===== src/rtl/multi_core_mem_arbiter_if.sv =====
// Bus bundle between N cores, the arbiter and the shared memory port.
//   m_*  : per-core native valid/ready memory ports (flattened, master i at slice i)
//   s_*  : single shared memory port driven by the arbiter
// Modports:
//   slave  - arbiter view: serves the cores, drives the shared port
//   master - environment view: cores and shared memory
interface multi_core_mem_arbiter_if #(
    parameter int N_MASTERS = 3,
    parameter int ADDR_W    = 32,
    parameter int DATA_W    = 32
);
    localparam int SW = DATA_W / 8;

    logic [N_MASTERS-1:0]        m_valid;
    logic [N_MASTERS-1:0]        m_instr;
    logic [N_MASTERS*ADDR_W-1:0] m_addr;
    logic [N_MASTERS*DATA_W-1:0] m_wdata;
    logic [N_MASTERS*SW-1:0]     m_wstrb;
    logic [N_MASTERS-1:0]        m_ready;
    logic [DATA_W-1:0]           m_rdata;

    logic                        s_valid;
    logic                        s_instr;
    logic [ADDR_W-1:0]           s_addr;
    logic [DATA_W-1:0]           s_wdata;
    logic [SW-1:0]               s_wstrb;
    logic                        s_ready;
    logic [DATA_W-1:0]           s_rdata;

    modport slave (
        input  m_valid, m_instr, m_addr, m_wdata, m_wstrb, s_ready, s_rdata,
        output m_ready, m_rdata, s_valid, s_instr, s_addr, s_wdata, s_wstrb
    );

    modport master (
        output m_valid, m_instr, m_addr, m_wdata, m_wstrb, s_ready, s_rdata,
        input  m_ready, m_rdata, s_valid, s_instr, s_addr, s_wdata, s_wstrb
    );
endinterface


===== src/rtl/multi_core_mem_arbiter.sv =====
// N-master round-robin arbiter onto one shared memory port, with per-master
// enable masking and a slave-timeout watchdog. All outputs are registered.
// Ports:
//   clk, rst    - clock, synchronous active-high reset
//   master_en   - per-master enable, disabled masters' requests are ignored
//   bus         - core ports (m_*) and shared memory port (s_*)
//   grant       - one-hot owner while a transaction is in flight, 0 when idle
//   busy        - high while a transaction is in flight or responding
//   err_valid   - one-cycle pulse when a transaction completed by timeout
//   err_master  - index of the master that last timed out
//
// state | meaning
// IDLE  | waiting for an enabled request, round-robin pick from ptr
// BUSY  | shared port request outstanding, watchdog counting
// RESP  | completion pulse to the owner, pointer advances past it
module multi_core_mem_arbiter #(
    parameter int          N_MASTERS = 3,
    parameter int          ADDR_W    = 32,
    parameter int          DATA_W    = 32,
    parameter int          TIMEOUT   = 255,
    parameter logic [31:0] ERR_RDATA = 32'hDEADBEEF
) (
    input  logic                 clk,
    input  logic                 rst,
    input  logic [N_MASTERS-1:0] master_en,
    multi_core_mem_arbiter_if.slave bus,
    output logic [N_MASTERS-1:0] grant,
    output logic                 busy,
    output logic                 err_valid,
    output logic [((N_MASTERS > 1) ? $clog2(N_MASTERS) : 1)-1:0] err_master
);
    localparam int IW = (N_MASTERS > 1) ? $clog2(N_MASTERS) : 1;
    localparam int SW = DATA_W / 8;
    localparam int CW = $clog2(TIMEOUT + 1);

    typedef enum logic [1:0] {S_IDLE, S_BUSY, S_RESP} state_t;

    state_t state_q, state_d;

    logic [IW-1:0]        ptr_q, ptr_d;
    logic [IW-1:0]        own_q, own_d;
    logic [CW-1:0]        cnt_q, cnt_d;
    logic [N_MASTERS-1:0] grant_d;
    logic                 busy_d;
    logic                 err_valid_d;
    logic [IW-1:0]        err_master_d;
    logic [N_MASTERS-1:0] m_ready_q, m_ready_d;
    logic [DATA_W-1:0]    m_rdata_q, m_rdata_d;
    logic                 s_valid_q, s_valid_d;
    logic                 s_instr_q, s_instr_d;
    logic [ADDR_W-1:0]    s_addr_q, s_addr_d;
    logic [DATA_W-1:0]    s_wdata_q, s_wdata_d;
    logic [SW-1:0]        s_wstrb_q, s_wstrb_d;

    logic [N_MASTERS-1:0] req;
    logic                 req_any;
    logic [IW-1:0]        pick;
    logic                 timeout_hit;

    // First requesting index at or after p, wrapping. The sum p+k never
    // exceeds 2*N-2, so one extra bit is enough before the wrap subtract.
    function automatic logic [IW-1:0] rr_pick(input logic [N_MASTERS-1:0] r,
                                              input logic [IW-1:0] p);
        logic [IW-1:0] sel;
        logic          hit;
        logic [IW:0]   idx;
        sel = '0;
        hit = 1'b0;
        for (int k = 0; k < N_MASTERS; k++) begin
            idx = {1'b0, p} + (IW+1)'(k);
            if (idx >= (IW+1)'(N_MASTERS)) begin
                idx = idx - (IW+1)'(N_MASTERS);
            end
            if (!hit && r[idx[IW-1:0]]) begin
                hit = 1'b1;
                sel = idx[IW-1:0];
            end
        end
        return sel;
    endfunction

    assign req         = bus.m_valid & master_en;
    assign req_any     = |req;
    assign pick        = rr_pick(req, ptr_q);
    assign timeout_hit = (cnt_q == CW'(TIMEOUT - 1));

    always_ff @(posedge clk) begin
        if (rst) begin
            state_q <= S_IDLE;
        end else begin
            state_q <= state_d;
        end
    end

    always_comb begin
        state_d = state_q;
        case (state_q)
            S_IDLE:  if (req_any) state_d = S_BUSY;
            S_BUSY:  if (bus.s_ready || timeout_hit) state_d = S_RESP;
            S_RESP:  state_d = S_IDLE;
            default: state_d = S_IDLE;
        endcase
    end

    always_comb begin
        ptr_d        = ptr_q;
        own_d        = own_q;
        cnt_d        = cnt_q;
        grant_d      = grant;
        busy_d       = busy;
        err_valid_d  = 1'b0;
        err_master_d = err_master;
        m_ready_d    = '0;
        m_rdata_d    = m_rdata_q;
        s_valid_d    = s_valid_q;
        s_instr_d    = s_instr_q;
        s_addr_d     = s_addr_q;
        s_wdata_d    = s_wdata_q;
        s_wstrb_d    = s_wstrb_q;
        case (state_q)
            S_IDLE: begin
                if (req_any) begin
                    own_d     = pick;
                    grant_d   = {{(N_MASTERS-1){1'b0}}, 1'b1} << pick;
                    busy_d    = 1'b1;
                    cnt_d     = '0;
                    s_valid_d = 1'b1;
                    s_instr_d = bus.m_instr[pick];
                    s_addr_d  = bus.m_addr[pick*ADDR_W +: ADDR_W];
                    s_wdata_d = bus.m_wdata[pick*DATA_W +: DATA_W];
                    s_wstrb_d = bus.m_wstrb[pick*SW +: SW];
                end
            end
            S_BUSY: begin
                if (cnt_q != CW'(TIMEOUT)) cnt_d = cnt_q + 1'b1;
                // A slave answer in the timeout cycle counts as a normal completion.
                if (bus.s_ready) begin
                    m_rdata_d = bus.s_rdata;
                    m_ready_d = grant;
                    s_valid_d = 1'b0;
                end else if (timeout_hit) begin
                    m_rdata_d    = DATA_W'(ERR_RDATA);
                    m_ready_d    = grant;
                    err_valid_d  = 1'b1;
                    err_master_d = own_q;
                    s_valid_d    = 1'b0;
                end
            end
            S_RESP: begin
                grant_d = '0;
                busy_d  = 1'b0;
                ptr_d   = (own_q == IW'(N_MASTERS - 1)) ? '0 : own_q + 1'b1;
            end
            default: ;
        endcase
    end

    always_ff @(posedge clk) begin
        if (rst) begin
            ptr_q      <= '0;
            own_q      <= '0;
            cnt_q      <= '0;
            grant      <= '0;
            busy       <= 1'b0;
            err_valid  <= 1'b0;
            err_master <= '0;
            m_ready_q  <= '0;
            m_rdata_q  <= '0;
            s_valid_q  <= 1'b0;
            s_instr_q  <= 1'b0;
            s_addr_q   <= '0;
            s_wdata_q  <= '0;
            s_wstrb_q  <= '0;
        end else begin
            ptr_q      <= ptr_d;
            own_q      <= own_d;
            cnt_q      <= cnt_d;
            grant      <= grant_d;
            busy       <= busy_d;
            err_valid  <= err_valid_d;
            err_master <= err_master_d;
            m_ready_q  <= m_ready_d;
            m_rdata_q  <= m_rdata_d;
            s_valid_q  <= s_valid_d;
            s_instr_q  <= s_instr_d;
            s_addr_q   <= s_addr_d;
            s_wdata_q  <= s_wdata_d;
            s_wstrb_q  <= s_wstrb_d;
        end
    end

    assign bus.m_ready = m_ready_q;
    assign bus.m_rdata = m_rdata_q;
    assign bus.s_valid = s_valid_q;
    assign bus.s_instr = s_instr_q;
    assign bus.s_addr  = s_addr_q;
    assign bus.s_wdata = s_wdata_q;
    assign bus.s_wstrb = s_wstrb_q;
endmodule


===== src/flat_wrapper.sv =====
// flat-port wrapper written by rule: the top's interface ports become plain ports
module multi_core_mem_arbiter_flat 
#(
    parameter int          N_MASTERS = 3,
    parameter int          ADDR_W    = 32,
    parameter int          DATA_W    = 32,
    parameter int          TIMEOUT   = 255,
    parameter logic [31:0] ERR_RDATA = 32'hDEADBEEF
)
  (clk, rst, master_en, grant, busy, err_valid, err_master, bus_m_valid, bus_m_instr, bus_m_addr, bus_m_wdata, bus_m_wstrb, bus_s_ready, bus_s_rdata, bus_m_ready, bus_m_rdata, bus_s_valid, bus_s_instr, bus_s_addr, bus_s_wdata, bus_s_wstrb);
  multi_core_mem_arbiter_if #(.N_MASTERS(N_MASTERS), .ADDR_W(ADDR_W), .DATA_W(DATA_W)) bus_i ();
  input  logic clk;
  input  logic rst;
  input  logic [N_MASTERS-1:0] master_en;
  output logic [N_MASTERS-1:0] grant;
  output logic busy;
  output logic err_valid;
  output logic [((N_MASTERS > 1) ? $clog2(N_MASTERS) : 1)-1:0] err_master;
  input wire logic [$bits(bus_i.m_valid)-1:0] bus_m_valid;
  input wire logic [$bits(bus_i.m_instr)-1:0] bus_m_instr;
  input wire logic [$bits(bus_i.m_addr)-1:0] bus_m_addr;
  input wire logic [$bits(bus_i.m_wdata)-1:0] bus_m_wdata;
  input wire logic [$bits(bus_i.m_wstrb)-1:0] bus_m_wstrb;
  input wire logic [$bits(bus_i.s_ready)-1:0] bus_s_ready;
  input wire logic [$bits(bus_i.s_rdata)-1:0] bus_s_rdata;
  output wire logic [$bits(bus_i.m_ready)-1:0] bus_m_ready;
  output wire logic [$bits(bus_i.m_rdata)-1:0] bus_m_rdata;
  output wire logic [$bits(bus_i.s_valid)-1:0] bus_s_valid;
  output wire logic [$bits(bus_i.s_instr)-1:0] bus_s_instr;
  output wire logic [$bits(bus_i.s_addr)-1:0] bus_s_addr;
  output wire logic [$bits(bus_i.s_wdata)-1:0] bus_s_wdata;
  output wire logic [$bits(bus_i.s_wstrb)-1:0] bus_s_wstrb;
  assign bus_i.m_valid = bus_m_valid;
  assign bus_i.m_instr = bus_m_instr;
  assign bus_i.m_addr = bus_m_addr;
  assign bus_i.m_wdata = bus_m_wdata;
  assign bus_i.m_wstrb = bus_m_wstrb;
  assign bus_i.s_ready = bus_s_ready;
  assign bus_i.s_rdata = bus_s_rdata;
  assign bus_m_ready = bus_i.m_ready;
  assign bus_m_rdata = bus_i.m_rdata;
  assign bus_s_valid = bus_i.s_valid;
  assign bus_s_instr = bus_i.s_instr;
  assign bus_s_addr = bus_i.s_addr;
  assign bus_s_wdata = bus_i.s_wdata;
  assign bus_s_wstrb = bus_i.s_wstrb;
  multi_core_mem_arbiter #(.N_MASTERS(N_MASTERS), .ADDR_W(ADDR_W), .DATA_W(DATA_W), .TIMEOUT(TIMEOUT), .ERR_RDATA(ERR_RDATA)) u_core (.clk(clk), .rst(rst), .master_en(master_en), .bus(bus_i), .grant(grant), .busy(busy), .err_valid(err_valid), .err_master(err_master));
endmodule

===== config.mk =====
export PLATFORM = sky130hd
export DESIGN_NAME = multi_core_mem_arbiter_flat
export DESIGN_NICKNAME = d
export VERILOG_FILES = /design/src/rtl/multi_core_mem_arbiter_if.sv /design/src/rtl/multi_core_mem_arbiter.sv /design/src/flat_wrapper.sv
export SDC_FILE = /design/constraint.sdc
export NUM_CORES = 1
export LEC_CHECK = 0
export CELL_PAD_IN_SITES_DETAIL_PLACEMENT = 1
export CELL_PAD_IN_SITES_GLOBAL_PLACEMENT = 1
export CORE_ASPECT_RATIO = 1.2
export CORE_UTILIZATION = 23
export CTS_CLUSTER_DIAMETER = 50
export DETAILED_ROUTE_END_ITERATION = 8
export PLACE_DENSITY = 0.74
export SLEW_MARGIN = 20
export SYNTH_ARGS = -nofsm -noshare
export SYNTH_HDL_FRONTEND = slang
export SYNTH_SLANG_ARGS = --single-unit

===== constraint.sdc =====
create_clock -name clk -period 2.1 [get_ports clk]
set_input_delay 0.63 -clock clk [delete_from_list [all_inputs] [get_ports clk]]
set_output_delay 0.63 -clock clk [all_outputs]
set_load 0.05 [all_outputs]

==> summary.txt <==
Min path
  – HP Class: reg -> reg
  – Hold path cells: 2

Global routing
  – Total grt overflow: 0
  – Largest net degree at the start of global routing: 35
  – First-pass GRT wire length: 36.5 mm
  – GRT met3 Usage: 6.02%
  – Met1 Use GR: 22.1%
  – Met2 Usage GRT: 35.9%
  – Initial antenna violation count: 1
  – Total track usage: 19.9%
  – Vias in the first global route: 6412
  – Busiest grt layer: met2

Logic synthesis
  – Post-synthesis sequential area ratio: 46.4%
  – Post-synth ARST share: 0%
  – Register bit count reported by yosys: 126
  – Main flop type after synthesis: dfxtp_1
  – Post-synthesis cell area: 5430 µm²
  – Count of cell types in the netlist: 43
  – Number of synthesized flops with an enable pin: 0
  – Cell count after synthesis: 536
  – Syn_nets: 789
  – Ys Warns: 0
  – Mean area per synthesized cell: 10.1 µm²

Outcome
  – Outcome: finished with violations
  – Failing checks: negative setup slack

Worst setup path
  – CP required: 2.41 ns
  – Crit path to: u_core.bus.s_addr[2]
  – Crit path launch: u_core.ptr_q[0]
  – Reg2Reg Setup Slack: -0.05 ns
  – Reg-to-reg endpoint: u_core.bus.s_addr[2]
  – Worst EP arrival: 2.45 ns
  – R2r worst-path depth: 12
  – Setup CP Type: reg -> reg
  – Critical path endpoint category: register
  – RR Startpoint: u_core.ptr_q[0]
  – Crit Path Max Fanout: 7
  – Startpoint Class: register

Clock network
  – Clk sinks: 126
  – Clock Tree Buf Depth: 2
  – Worst-path clk slew: 0.07 ns
  – Clk Latency, worst-skew pair: 0.42 ns
  – CTS root buf: clkbuf_16
  – CTS H-tree depth: 4
  – CTS tree: built
  – Inserted Clock Buffers: 17

Placed design
  – Port Buffers: 359
  – Routability cong.: 0.833
  – Post-DP HPWL: 17.9 mm
  – Setup WS pre-CTS: -0.814 ns
  – Area post-placement: 9440 µm²

Timing
  – Slew Limit Fails: 0
  – Achievable Freq: 466 MHz
  – Setup Skew: 0.0122 ns
  – Setup TNS: -0.598 ns
  – WHS: 0.487 ns
  – Final worst-path cycle share: 102%
  – Final WS setup: -0.0463 ns
  – Relative slew slack: 53.2%
  – # setup viols final: 36
  – Final min period: 2.15 ns
  – Worst-Margin Slew: 0.701 ns
  – RSZ-0062 raised after global routing: yes
  – Number of failing hold endpoints at the final stage: 0

Route
  – WL/cell: 19.5 µm
  – Antenna Nets Post-Route: 0
  – Vias: 6057
  – DRT Pass-1 Iters: 4
  – DRC: 0
  – DRT iter0 DRCs: 299
  – Via density: 4.71
  – Total Wirelength: 25.0 mm

Job
  – Max-Cap Viols: 0

Layout
  – Fillcell total: 2587
  – Nets@finish: 1210
  – Post-route cell area: 10600 µm²
  – Commonest non-fill, non-tap cells in the layout: 241 x clkdlybuf4s50_1, 160 x buf_4, 124 x dfxtp_1
  – Share of cells above drive strength 1: 29.4%
  – Most common cell after layout, fill and taps aside: clkdlybuf4s50_1
  – Area delta synth->final: 95.7%

Power and ir drop
  – Cell Int Power: 0.00532 W
  – Clock Power Share: 35.6%
  – Switching part of the total: 33.4%
  – Worst vdd ir: 0.495 mV
  – Leak: 4.23 nW
  – PwrDens: 752 nW/µm²
  – Comb power frac: 30.2%
  – P_sw: 0.00266 W
  – Seq pwr share: 34.2%

Floorplan
  – Initial Util: 23.4%
  – Die Ht: 170 µm
  – Rows: 61
  – Total core area: 23200 µm²
  – Total die area: 24200 µm²
  – Die width: 142 µm
  – I/O pin total: 360
-- worst max-delay path, stage by stage (launching register included) --
cell,delay [ns]
dfxtp_2,0.33
buf_4,0.14
ha_4,0.17
buf_4,0.14
inv_2,0.05
nand4_1,0.09
a21oi_2,0.19
buf_4,0.16
a21o_4,0.18
buf_12,0.13
buf_12,0.13
mux2i_1,0.22
o21ai_1,0.08
-- worst min path at each step --
stage / from / endpoint
finish: u_core.bus.s_wdata[2] / u_core.bus.s_wdata[2]
global route: u_core.bus.s_addr[0] / u_core.bus.s_addr[0]
CTS: u_core.bus.s_wdata[2] / u_core.bus.s_wdata[2]
detailed placement: u_core.bus.s_wdata[2] / u_core.bus.s_wdata[2]
global placement: u_core.bus.s_wdata[2] / u_core.bus.s_wdata[2]
floorplan: u_core.state_q[1] / u_core.state_q[0]
-- per-layer routing --
layer,vias up,wire (µm)
li1,2894,-
met1,2901,9910
met2,238,13000
met3,24,1760
met4,0,384
met5,-,0
-- repair_timing --
action                                  4_1_cts  5_1_grt
endpoints found under the setup margin       81       70
hold buffers                                  0        0
gates resized for setup                      71       84
pin swaps                                    15       11
buffers inserted                             18        1
cloned                                        6        2
-- through the flow --
step	cells	utilization, %	power [W]
floorplan	536	-	0.00392
global placement	1230	40.7	0.00497
detailed placement	1230	40.7	0.00500
CTS	1284	45.1	0.00803
global route	1285	45.8	0.00832
finish	1286	45.8	0.00799
-- state kept, by name, indices dropped and copies added, names as in the netlist --
signal	count
u_core.bus.m_ready	3
u_core.err_valid	1
u_core.ptr_q	2
u_core.bus.s_valid	1
u_core.grant	3
u_core.state_q	2
u_core.bus.s_wdata	32
u_core.cnt_q	8
u_core.bus.s_wstrb	4
u_core.own_q	2
u_core.busy	1
u_core.err_master	2
u_core.bus.m_rdata	32
u_core.bus.s_instr	1
u_core.bus.s_addr	32
-- Yosys cell counts (3+ instances only) --
library cell / count / area [µm²]
and2_1: 3 / 18.8
and3_1: 5 / 31.3
dfxtp_1: 126 / 2520
nor3_1: 7 / 35.0
buf_6: 3 / 33.8
o221a_2: 24 / 270
a22oi_1: 77 / 578
xor2_1: 4 / 35.0
nand3_1: 4 / 20.0
clkbuf_1: 21 / 78.8
a21o_1: 3 / 22.5
nand4_1: 7 / 43.8
a21oi_1: 9 / 45.0
ha_1: 5 / 62.6
buf_8: 7 / 105
o21ai_0: 72 / 360
buf_2: 8 / 40.0
mux2i_1: 72 / 721
inv_1: 8 / 30.0
nor2b_1: 3 / 18.8
nand2_1: 10 / 37.5
nor2_1: 34 / 128
or3_1: 3 / 18.8
-- logic make-up after synthesis --
logic type	synth area share [%]
compound gates	25.3
flops	46.4
fa+ha+maj	1.15
xor+xnor	0.645
mux	13.3
buf+inv	5.67
simple gates	7.51
-- area by class of cell --
| cell class | instances | area, µm² | area share [%] |
|---|---|---|---|
| diodes | 1 | 2.50 | 0.0235 |
| clock buffers | 17 | 425 | 4.00 |
| clock inverters | 15 | 135 | 1.27 |
| inverters | 8 | 30.0 | 0.283 |
| multi-input cells | 361 | 2860 | 26.9 |
| flip-flops and latches | 126 | 2520 | 23.8 |
| well taps | 315 | 394 | 3.71 |
| repair buffers | 443 | 4260 | 40.1 |
-- power groups by stage --
stage	logic, W	clock network (W)	registers (W)
after floorplan	0.000478	0	0.00344
after global placement	0.00220	0	0.00277
after detailed placement	0.00223	0	0.00277
after CTS	0.00237	0.00293	0.00273
after global routing	0.00253	0.00304	0.00275
final	0.00241	0.00285	0.00273
No activity file was read; power rests on OpenSTA's default activity.
